<file path="config.mk">
export PLATFORM = sky130hd
export DESIGN_NAME = fetch_unit
export DESIGN_NICKNAME = d
export VERILOG_FILES = /design/src/rtl/cpu_pkg.sv /design/src/rtl/fetch_fifo.sv /design/src/rtl/fetch_unit.sv
export SDC_FILE = /design/constraint.sdc
export NUM_CORES = 1
export LEC_CHECK = 0
export CORE_MARGIN = 2
export CORE_UTILIZATION = 50
export DETAILED_ROUTE_END_ITERATION = 10
export PLACE_DENSITY = 0.72
export SYNTH_ARGS = -nofsm -noshare
export SYNTH_HDL_FRONTEND = slang
export SYNTH_SLANG_ARGS = --single-unit
export TNS_END_PERCENT = 5
</file>
<file path="constraint.sdc">
create_clock -name clk -period 2.9 [get_ports clk]
set_input_delay 0.435 -clock clk [delete_from_list [all_inputs] [get_ports clk]]
set_output_delay 0.435 -clock clk [all_outputs]
set_load 0.03 [all_outputs]
</file>
<file path="src/rtl/cpu_pkg.sv">
// ============================================================================
// Module : cpu_pkg
// Brief  : Shared widths, opcode field positions, fetch FSM encoding and the
//          read-tag record that travels alongside each ROM access.
// Rev    : 1.0  initial release
// ============================================================================
`default_nettype none

package cpu_pkg;

   localparam int DATA_W     = 14;
   localparam int ADDR_W     = 12;
   localparam int OPCODE_W   = 4;
   localparam int OPCODE_MSB = DATA_W - 1;
   localparam int OPCODE_LSB = DATA_W - OPCODE_W;

   typedef enum logic [1:0] {
      IDLE   = 2'd0,
      RUN    = 2'd1,
      HALTED = 2'd2
   } fetch_state_t;

   typedef struct packed {
      logic              vld;
      logic              epoch;
      logic [ADDR_W-1:0] pc;
   } fetch_tag_t;

endpackage

`default_nettype wire

</file>
<file path="src/rtl/fetch_fifo.sv">
// ============================================================================
// Module : fetch_fifo
// Brief  : Synchronous DEPTH-entry prefetch FIFO with flush; flush wins over
//          push/pop. Head entry is visible combinationally on rd_data.
// Rev    : 1.0  initial release
// ============================================================================
`default_nettype none

module fetch_fifo #(
   parameter int DEPTH = 4,
   parameter int WIDTH = 26
) (
   input  logic                   clk,
   input  logic                   rst_n,
   input  logic                   push,
   input  logic                   pop,
   input  logic                   flush,
   input  logic [WIDTH-1:0]       wr_data,
   output logic [WIDTH-1:0]       rd_data,
   output logic [$clog2(DEPTH):0] count,
   output logic                   empty,
   output logic                   full
);

   localparam int c_PTR_W = $clog2(DEPTH);

   logic [WIDTH-1:0]   r_mem [DEPTH];
   logic [c_PTR_W-1:0] r_wr_ptr;
   logic [c_PTR_W-1:0] r_rd_ptr;
   logic [c_PTR_W:0]   r_count;
   logic               w_do_push;
   logic               w_do_pop;

   assign empty     = (r_count == '0);
   assign full      = (r_count == DEPTH[c_PTR_W:0]);
   assign w_do_pop  = pop && !empty;
   assign w_do_push = push && (!full || w_do_pop);
   assign rd_data   = r_mem[r_rd_ptr];
   assign count     = r_count;

   always_ff @(posedge clk or negedge rst_n) begin
      if (!rst_n) begin
         r_wr_ptr <= '0;
         r_rd_ptr <= '0;
         r_count  <= '0;
         for (int i = 0; i < DEPTH; i++) r_mem[i] <= '0;
      end else if (flush) begin
         r_wr_ptr <= '0;
         r_rd_ptr <= '0;
         r_count  <= '0;
      end else begin
         if (w_do_push) begin
            r_mem[r_wr_ptr] <= wr_data;
            r_wr_ptr        <= r_wr_ptr + 1'b1;
         end
         if (w_do_pop) r_rd_ptr <= r_rd_ptr + 1'b1;
         case ({w_do_push, w_do_pop})
            2'b10:   r_count <= r_count + 1'b1;
            2'b01:   r_count <= r_count - 1'b1;
            default: r_count <= r_count;
         endcase
      end
   end

endmodule

`default_nettype wire

</file>
<file path="src/rtl/fetch_unit.sv">
// ============================================================================
// Module : fetch_unit
// Brief  : Instruction fetch stage: sequential ROM reads, epoch-tagged returns,
//          prefetch queue, valid/ready to control, redirect flush.
//          Optional same-cycle bypass of returning words: FETCH_BYPASS_EN.
// Rev    : 1.0  initial release
// ============================================================================
`default_nettype none

module fetch_unit
   import cpu_pkg::*;
#(
   parameter int DEPTH   = 4,
   parameter int ROM_LAT = 1
) (
   input  logic                clk,
   input  logic                reset,
   output logic                rom_rd,
   output logic [ADDR_W-1:0]   rom_addr,
   input  logic [DATA_W-1:0]   rom_data,
   output logic [DATA_W-1:0]   instr_out,
   output logic [ADDR_W-1:0]   instr_pc,
   output logic [OPCODE_W-1:0] opcode,
   output logic                instr_valid,
   input  logic                instr_ready,
   input  logic                redirect,
   input  logic [ADDR_W-1:0]   redirect_addr,
   input  logic                halt
);

   localparam int              c_CNT_W   = $clog2(DEPTH) + 1;
   localparam int              c_ENT_W   = DATA_W + ADDR_W;
   localparam logic [c_CNT_W:0] c_CREDITS = DEPTH[c_CNT_W:0];

   fetch_state_t       r_state;
   logic [ADDR_W-1:0]  r_pc;
   logic               r_epoch;
   logic [c_CNT_W-1:0] r_inflight;
   fetch_tag_t         r_tag [ROM_LAT];

   logic               w_issue;
   logic               w_ret_any;
   logic               w_ret_ok;
   logic               w_push;
   logic               w_pop;
   logic [c_CNT_W:0]   w_credit_used;
   logic [c_CNT_W-1:0] w_fifo_count;
   logic               w_fifo_empty;
   logic               w_fifo_full;
   logic [c_ENT_W-1:0] w_head;

   // Queued words plus reads still in flight may never exceed the queue size.
   assign w_credit_used = {1'b0, w_fifo_count} + {1'b0, r_inflight};
   assign w_issue       = (r_state == RUN) && !redirect && !w_fifo_full
                          && (w_credit_used < c_CREDITS);
   assign w_ret_any     = r_tag[ROM_LAT-1].vld;
   assign w_ret_ok      = w_ret_any && (r_tag[ROM_LAT-1].epoch == r_epoch) && !redirect;

   assign rom_rd   = w_issue;
   assign rom_addr = r_pc;

`ifdef FETCH_BYPASS_EN
   logic w_bypass;
   assign w_bypass    = w_ret_ok && w_fifo_empty;
   assign instr_valid = !w_fifo_empty || w_bypass;
   assign instr_out   = w_bypass ? rom_data : w_head[c_ENT_W-1:ADDR_W];
   assign instr_pc    = w_bypass ? r_tag[ROM_LAT-1].pc : w_head[ADDR_W-1:0];
   assign w_push      = w_ret_ok && !(w_bypass && instr_ready);
`else
   assign instr_valid = !w_fifo_empty;
   assign instr_out   = w_head[c_ENT_W-1:ADDR_W];
   assign instr_pc    = w_head[ADDR_W-1:0];
   assign w_push      = w_ret_ok;
`endif

   assign w_pop  = instr_ready && !w_fifo_empty;
   assign opcode = instr_out[OPCODE_MSB:OPCODE_LSB];

   fetch_fifo #(
      .DEPTH (DEPTH),
      .WIDTH (c_ENT_W)
   ) u_fifo (
      .clk     (clk),
      .rst_n   (reset),
      .push    (w_push),
      .pop     (w_pop),
      .flush   (redirect),
      .wr_data ({rom_data, r_tag[ROM_LAT-1].pc}),
      .rd_data (w_head),
      .count   (w_fifo_count),
      .empty   (w_fifo_empty),
      .full    (w_fifo_full)
   );

   always_ff @(posedge clk or negedge reset) begin
      if (!reset) begin
         r_state    <= IDLE;
         r_pc       <= '0;
         r_epoch    <= 1'b0;
         r_inflight <= '0;
         for (int i = 0; i < ROM_LAT; i++) r_tag[i] <= '0;
      end else begin
         r_inflight <= r_inflight + c_CNT_W'(w_issue) - c_CNT_W'(w_ret_any);
         r_tag[0]   <= {w_issue, r_epoch, r_pc};
         for (int i = 1; i < ROM_LAT; i++) r_tag[i] <= r_tag[i-1];

         // A redirect lands in RUN or HALTED purely by the halt level.
         case (r_state)
            IDLE:    r_state <= RUN;
            RUN:     if (halt) r_state <= HALTED;
            HALTED:  if (!halt) r_state <= RUN;
            default: r_state <= IDLE;
         endcase

         // Toggling the epoch orphans every read still in flight.
         if (redirect) begin
            r_pc    <= redirect_addr;
            r_epoch <= ~r_epoch;
         end else if (w_issue) begin
            r_pc <= r_pc + 1'b1;
         end
      end
   end

endmodule

`default_nettype wire

</file>
# ---- After elaboration in Yosys (flattened, before gate mapping)
# Index checks and enable logic that the tools add are counted.
dict set report word_totals {
  regBits 143
  inputBits 31
  output_inout_bits 44
  word_cells 76
}
dict set report op_classes {
  add_sub_neg 8
  n_lt_le_gt_ge 4
  n_eq_ne 8
  muxes 17
  n_bitwise 4
  reduce_logical 21
}
# operator count
set ops {}
lappend ops {{$bwmux 104} 1}
lappend ops {{$mux 26} 3}
lappend ops {{$bmux 26 s2} 1}
lappend ops {{$demux 26 s2} 1}
lappend ops {{$mux 12} 2}
lappend ops {{$add 12x1->12 const B} 1}
lappend ops {{$mux 2} 6}
lappend ops {{$logic_and 1x1->1} 9}
lappend ops {{$ge 3x3->1 const B} 2}
lappend ops {{$not 2->3} 2}
lappend ops {{$pmux 2 s3} 1}
lappend ops {{$pmux 3 s2} 1}
lappend ops {{$reduce_bool 2->1} 3}
lappend ops {{$add 2x1->2 const B} 2}
lappend ops {{$add 3x3->4} 1}
lappend ops {{$eq 2x1->1 const B} 2}
lappend ops {{$eq 2x2->1 const B} 2}
lappend ops {{$lt 4x3->1 const B} 1}
lappend ops {{$ne 2x2->1 const B} 2}
lappend ops {{$reduce_and 2->1} 2}
lappend ops {{$add 3x1->3} 1}
lappend ops {{$add 3x1->3 const B} 1}
lappend ops {{$eq 3x3->1 const B} 1}
lappend ops {{$logic_not 1->1} 3}
lappend ops {{10 further kinds} 11}

# ---- Longest topological paths before layout
dict set report logic_depth {
  depth_word 9
  ltp_mapped 9
  ltp_nobuf 9
}

# ---- Hierarchy
# From an unflattened synthesis, not the netlist that was laid out.
dict set report hier_totals {
  cells_unflattened 438
  hier_area_um2 6761.5
}
# mod instances cells_each area_each_um2 seq_area_each_um2
set modules_own_cells {}
lappend modules_own_cells {fetch_fifo 1 313 5341.4 2777.7}
lappend modules_own_cells {fetch_unit 1 125 1420.1 800.8}

# ---- Least setup slack after synthesis
# No wires, ideal clock.
dict set report synth_timing {
  path_type {register to register}
  start {reg u_fifo.r_count[1] (netlist: u_fifo.count[1])}
  end {reg r_inflight[2]}
  setup_time_ps 123
  arrival_ps 2091
  required_ps 2777
  setup_slack_ps 686
  stages_incl_launch_ff 10
  path_cell_list {dfrtp_1 > ha_1 > nand3_1 > o21ai_1 > or2_1 > inv_2 > ha_1 > fa_1 > xnor2_1 > xnor2_1}
}
dict set report synth_via {
  elab_chain_len 6
}
# element line
set synth_rtl {}
lappend synth_rtl {{from (decl)} fetch_fifo.sv:30} ;# logic [c_PTR_W:0] r_count;
lappend synth_rtl {{from (signal assigned)} fetch_fifo.sv:58} ;# 2'b10: r_count <= r_count + 1'b1;
lappend synth_rtl {{from (signal assigned)} fetch_fifo.sv:59} ;# 2'b01: r_count <= r_count - 1'b1;
lappend synth_rtl {{from (signal assigned)} fetch_fifo.sv:60} ;# default: r_count <= r_count;
lappend synth_rtl {{branches (longest 3 deep; another with $add 3x3->4)} n/a}
lappend synth_rtl {{$logic_and 1x1->1 (*)} fetch_unit.sv:55} ;# && (w_credit_used < c_CREDITS);
lappend synth_rtl {{net rom_rd} fetch_unit.sv:18} ;# output logic rom_rd,
lappend synth_rtl {{$add 3x1->3 (*)} fetch_unit.sv:103} ;# r_inflight <= r_inflight + c_CNT_W'(w_issue) - c_CNT_W'(w_ret_any);
lappend synth_rtl {{$sub 3x1->3 (*)} fetch_unit.sv:103}
lappend synth_rtl {{to (signal assigned)} fetch_unit.sv:103}
lappend synth_rtl {{to (decl)} fetch_unit.sv:38} ;# logic [c_CNT_W-1:0] r_inflight;
# Mark *: on every way through the listed nets, which the timed path passes.
# A chain may end at the register's enable or synchronous reset.

# ---- Worst setup path after layout
dict set report layout_timing {
  start {reg u_fifo.r_rd_ptr[0]}
  end {out instr_pc[1]}
}
dict set report layout_via {
  elab_chain_len 4
}
# element line
set layout_rtl {}
lappend layout_rtl {{from (decl)} fetch_fifo.sv:29} ;# logic [c_PTR_W-1:0] r_rd_ptr;
lappend layout_rtl {{from (signal assigned)} fetch_fifo.sv:56} ;# if (w_do_pop) r_rd_ptr <= r_rd_ptr + 1'b1;
lappend layout_rtl {{$not 2->3 (implied by the code)} fetch_fifo.sv:38} ;# assign rd_data = r_mem[r_rd_ptr];
lappend layout_rtl {{$bmux 26 s2} fetch_fifo.sv:38}
lappend layout_rtl {{$mux 26 (implied by the code) (2 in a row)} fetch_fifo.sv:38}
lappend layout_rtl {{to (decl)} fetch_unit.sv:22} ;# output logic [ADDR_W-1:0] instr_pc,
# Every way passes these cells. The select of a mux whose other input is x is not followed.

==> results.cfg <==
[status]
outcome = finished, final reports clean

[die]
die-area_um2 = 14500
core_um2 = 13200
num_rows = 42
die_y_um = 120
num_io_pins = 75
die_x_um = 120
initial_core_util_pct = 51.2

[synthesis]
yosys-top-cells-area = dfrtp_1 (53%), mux2_4 (18%), mux4_2 (8.6%)
synth_ff_type = dfrtp_1
syn-num-nets = 461
syn_area_um2 = 6780
synth-seq-area-share_pct = 52.8
postSynthCellCount = 419
synthDistinctLibCells = 47
synth_compound_area_share_pct = 3.60
synth_top_family_by_area = multiplexers
synth.most_common_cell = dfrtp_1
synth_top_area_cell = dfrtp_1
syn_area_per_cell_um2 = 16.2
synthXorXnorAreaFrac_pct = 1.42
synthArstFlopShare_pct = 100
yosysWarnings = 0
muxShareOfSynthArea_pct = 30.8
synth-simple-area-share_pct = 4.69
yosys.area_share.adder_pct = 2.25
ys_ff_latch = 143
synth_edf_count = 0
synth_top_area_share_pct = 52.8
synth_commonest_cells = dfrtp_1 (143), mux2_4 (80), mux4_2 (26)

[setup_path]
endpoint = instr_pc[1]
r2r_slack_ps = 520
startpoint_type = flop
r2r-end = u_fifo.count[2]$_DFFE_PN0P_
critPathKind = flop to primary output
crit_start = u_fifo.r_rd_ptr[0]$_DFFE_PN0P_
worstPathRequired_ps = 2470
worst_ep_arrival_time_ps = 2280
r2r-start = u_fifo.count[2]$_DFFE_PN0P_
timing.critical_path.to_type = primary output
worstRegToRegCells = 7
cp_max_fo = 26

[power_and_ir_drop]
ir_worst_vdd_v = 0.000522
powerDensity_nw_per_um2 = 995
p_leak_nw = 3.94

[timing]
slew_viol_final = 0
finalCriticalPeriod_ps = 2710
relSlewSlack_pct = 52.9
rsz0062_at_grt = false
hold_viol = 0
setup_tns_ps = 0
fmax_mhz = 369
whs_ps = 451
finalCritPeriodShare_pct = 93.5
fin_skew_ps = 5.34
worst-slew-pin-transition_ps = 700
setup_viol = 0

[clock_network]
ctsHoldBuffers = 1
post_cts_buffers = 0
h-tree-depth = 4
cts_buffers = 17
post_cts_resized = 0
cts-root-buf = clkbuf_16
clk_latency_ps = 420
cts.sinks = 143
cts.path.max_buffers = 2
path_clk_slew_ps = 60
cts_tree = yes

[placed_design]
placedCellCount = 652
place_congestion = 0.818
post_dp_cell_area_um2 = 7560
portBuffers = 74
dp_hpwl_um = 7810

[layout]
layout.nets = 538
areaGrowthSynthToFinish_pct = 21.2
stdcell_count = 685
fin_util_pct = 62.1
drive_above_1_share_pct = 36.0
fin_area_um2 = 8220
antenna_cells = 0

[job]
drv_cap = 0

[global_route]
grt_max_degree = 61
grt-ovfl-total = 0
grt_pass1_wl_um = 21900
antenna_found_initial = 0
grt_use_total_pct = 19.8
first_global_vias = 4216

[drt]
drc = 0
first_iter_violations = 179
routedWlPerCell_um = 18.9
postRouteAntennaNets = 0
num_vias = 3761
dr.pass1.iters = 4
drt-total-wl_um = 12900
viasPerCell = 5.49

[worst_hold_path]
holdCritPathClass = flop to flop
[state kept, by name (all words and copies together) (netlist names)]
| name | cells |
|---|---|
| w_ret_any | 1 |
| u_fifo.count | 3 |
| rom_addr | 12 |
| r_epoch | 1 |
| u_fifo.r_wr_ptr | 2 |
| r_state | 2 |
| u_fifo.r_rd_ptr | 2 |
| u_fifo.r_mem | 104 |
| r_inflight | 3 |
| r_tag | 13 |
[stage by stage]
stage	total power, mW	setup slack [ps]
floorplan	4.85	686
global placement	5.77	404
detailed placement	5.84	374
CTS	8.26	138
global route	8.59	103
finish	8.17	188
[layout by cell type (no fill, tap or decap), types with 2 or more instances in the layout]
cell	netlist	final
a21bo_2	3	3
a21o_1	2	2
a221o_1	6	6
buf_12	9	2
buf_4	4	6
bufinv_16	0	5
clkbuf_16	0	17
clkbuf_8	0	2
clkdlybuf4s50_1	0	72
clkinv_2	0	6
dfrtp_1	143	142
fa_1	2	2
ha_1	9	9
inv_1	12	12
mux2_2	24	24
mux2_4	80	80
mux2i_1	3	3
mux4_2	26	26
nand2_1	10	10
nand2_8	4	4
nand3_1	5	5
nand4_1	2	2
nor2_1	9	9
nor3_1	10	10
o21ai_0	9	9
o21ai_1	2	2
o31ai_1	2	2
or3_1	2	2
xnor2_1	5	5
xor2_1	6	6
[final cells by class]
| class | instances | area, um2 |
|---|---|---|
| fillers | 1009 | 5020 |
| flip-flops and latches | 143 | 3580 |
| multi-input cells | 239 | 2900 |
| repair buffers | 82 | 827 |
| clock buffers | 20 | 457 |
| well taps | 176 | 220 |
| clock inverters | 12 | 189 |
| inverters | 13 | 48.8 |
[power breakdown]
group,switching (mW),internal [mW]
sequential,0.379,2.46
combinational,1.43,1.52
clock,0.817,1.56
total,2.63,5.55
[layer usage]
metal / share of wire [%] / track usage [%] / vias up
met1: 45 / 27.1 / 1975
met2: 49 / 30.4 / 92
li1: - / - / 1681
met5: 0 / 0 / -
met3: 4.7 / 5.71 / 13
met4: 1.2 / 7.19 / 0
[worst min path at each step]
stage	start	endpoint	slack, ps	cells after the start
global placement	r_epoch$_DFFE_PN0P_	r_tag[12]$_DFF_PN0_	420	0
CTS	rom_addr[11]$_DFFE_PN0P_	r_tag[11]$_DFF_PN0_	450	0
global route	r_epoch$_DFFE_PN0P_	r_tag[12]$_DFF_PN0_	460	0
detailed placement	rom_addr[11]$_DFFE_PN0P_	r_tag[11]$_DFF_PN0_	430	0
finish	rom_addr[11]$_DFFE_PN0P_	r_tag[11]$_DFF_PN0_	450	0
floorplan	reset	r_epoch$_DFFE_PN0P_	140	0
[cell families after synthesis]
| family | count (synthesis) |
|---|---|
| compound gates | 33 |
| xor+xnor | 11 |
| fa+ha+maj | 11 |
| buf+inv | 37 |
| flops | 143 |
| mux | 133 |
| simple gates | 51 |
[critical path: stages (launching register included)]
cell and delay (ps):
dfrtp_2 410, buf_12 260, mux4_2 560, clkdlybuf4s50_1 610
(Power assumes the default switching activity.)
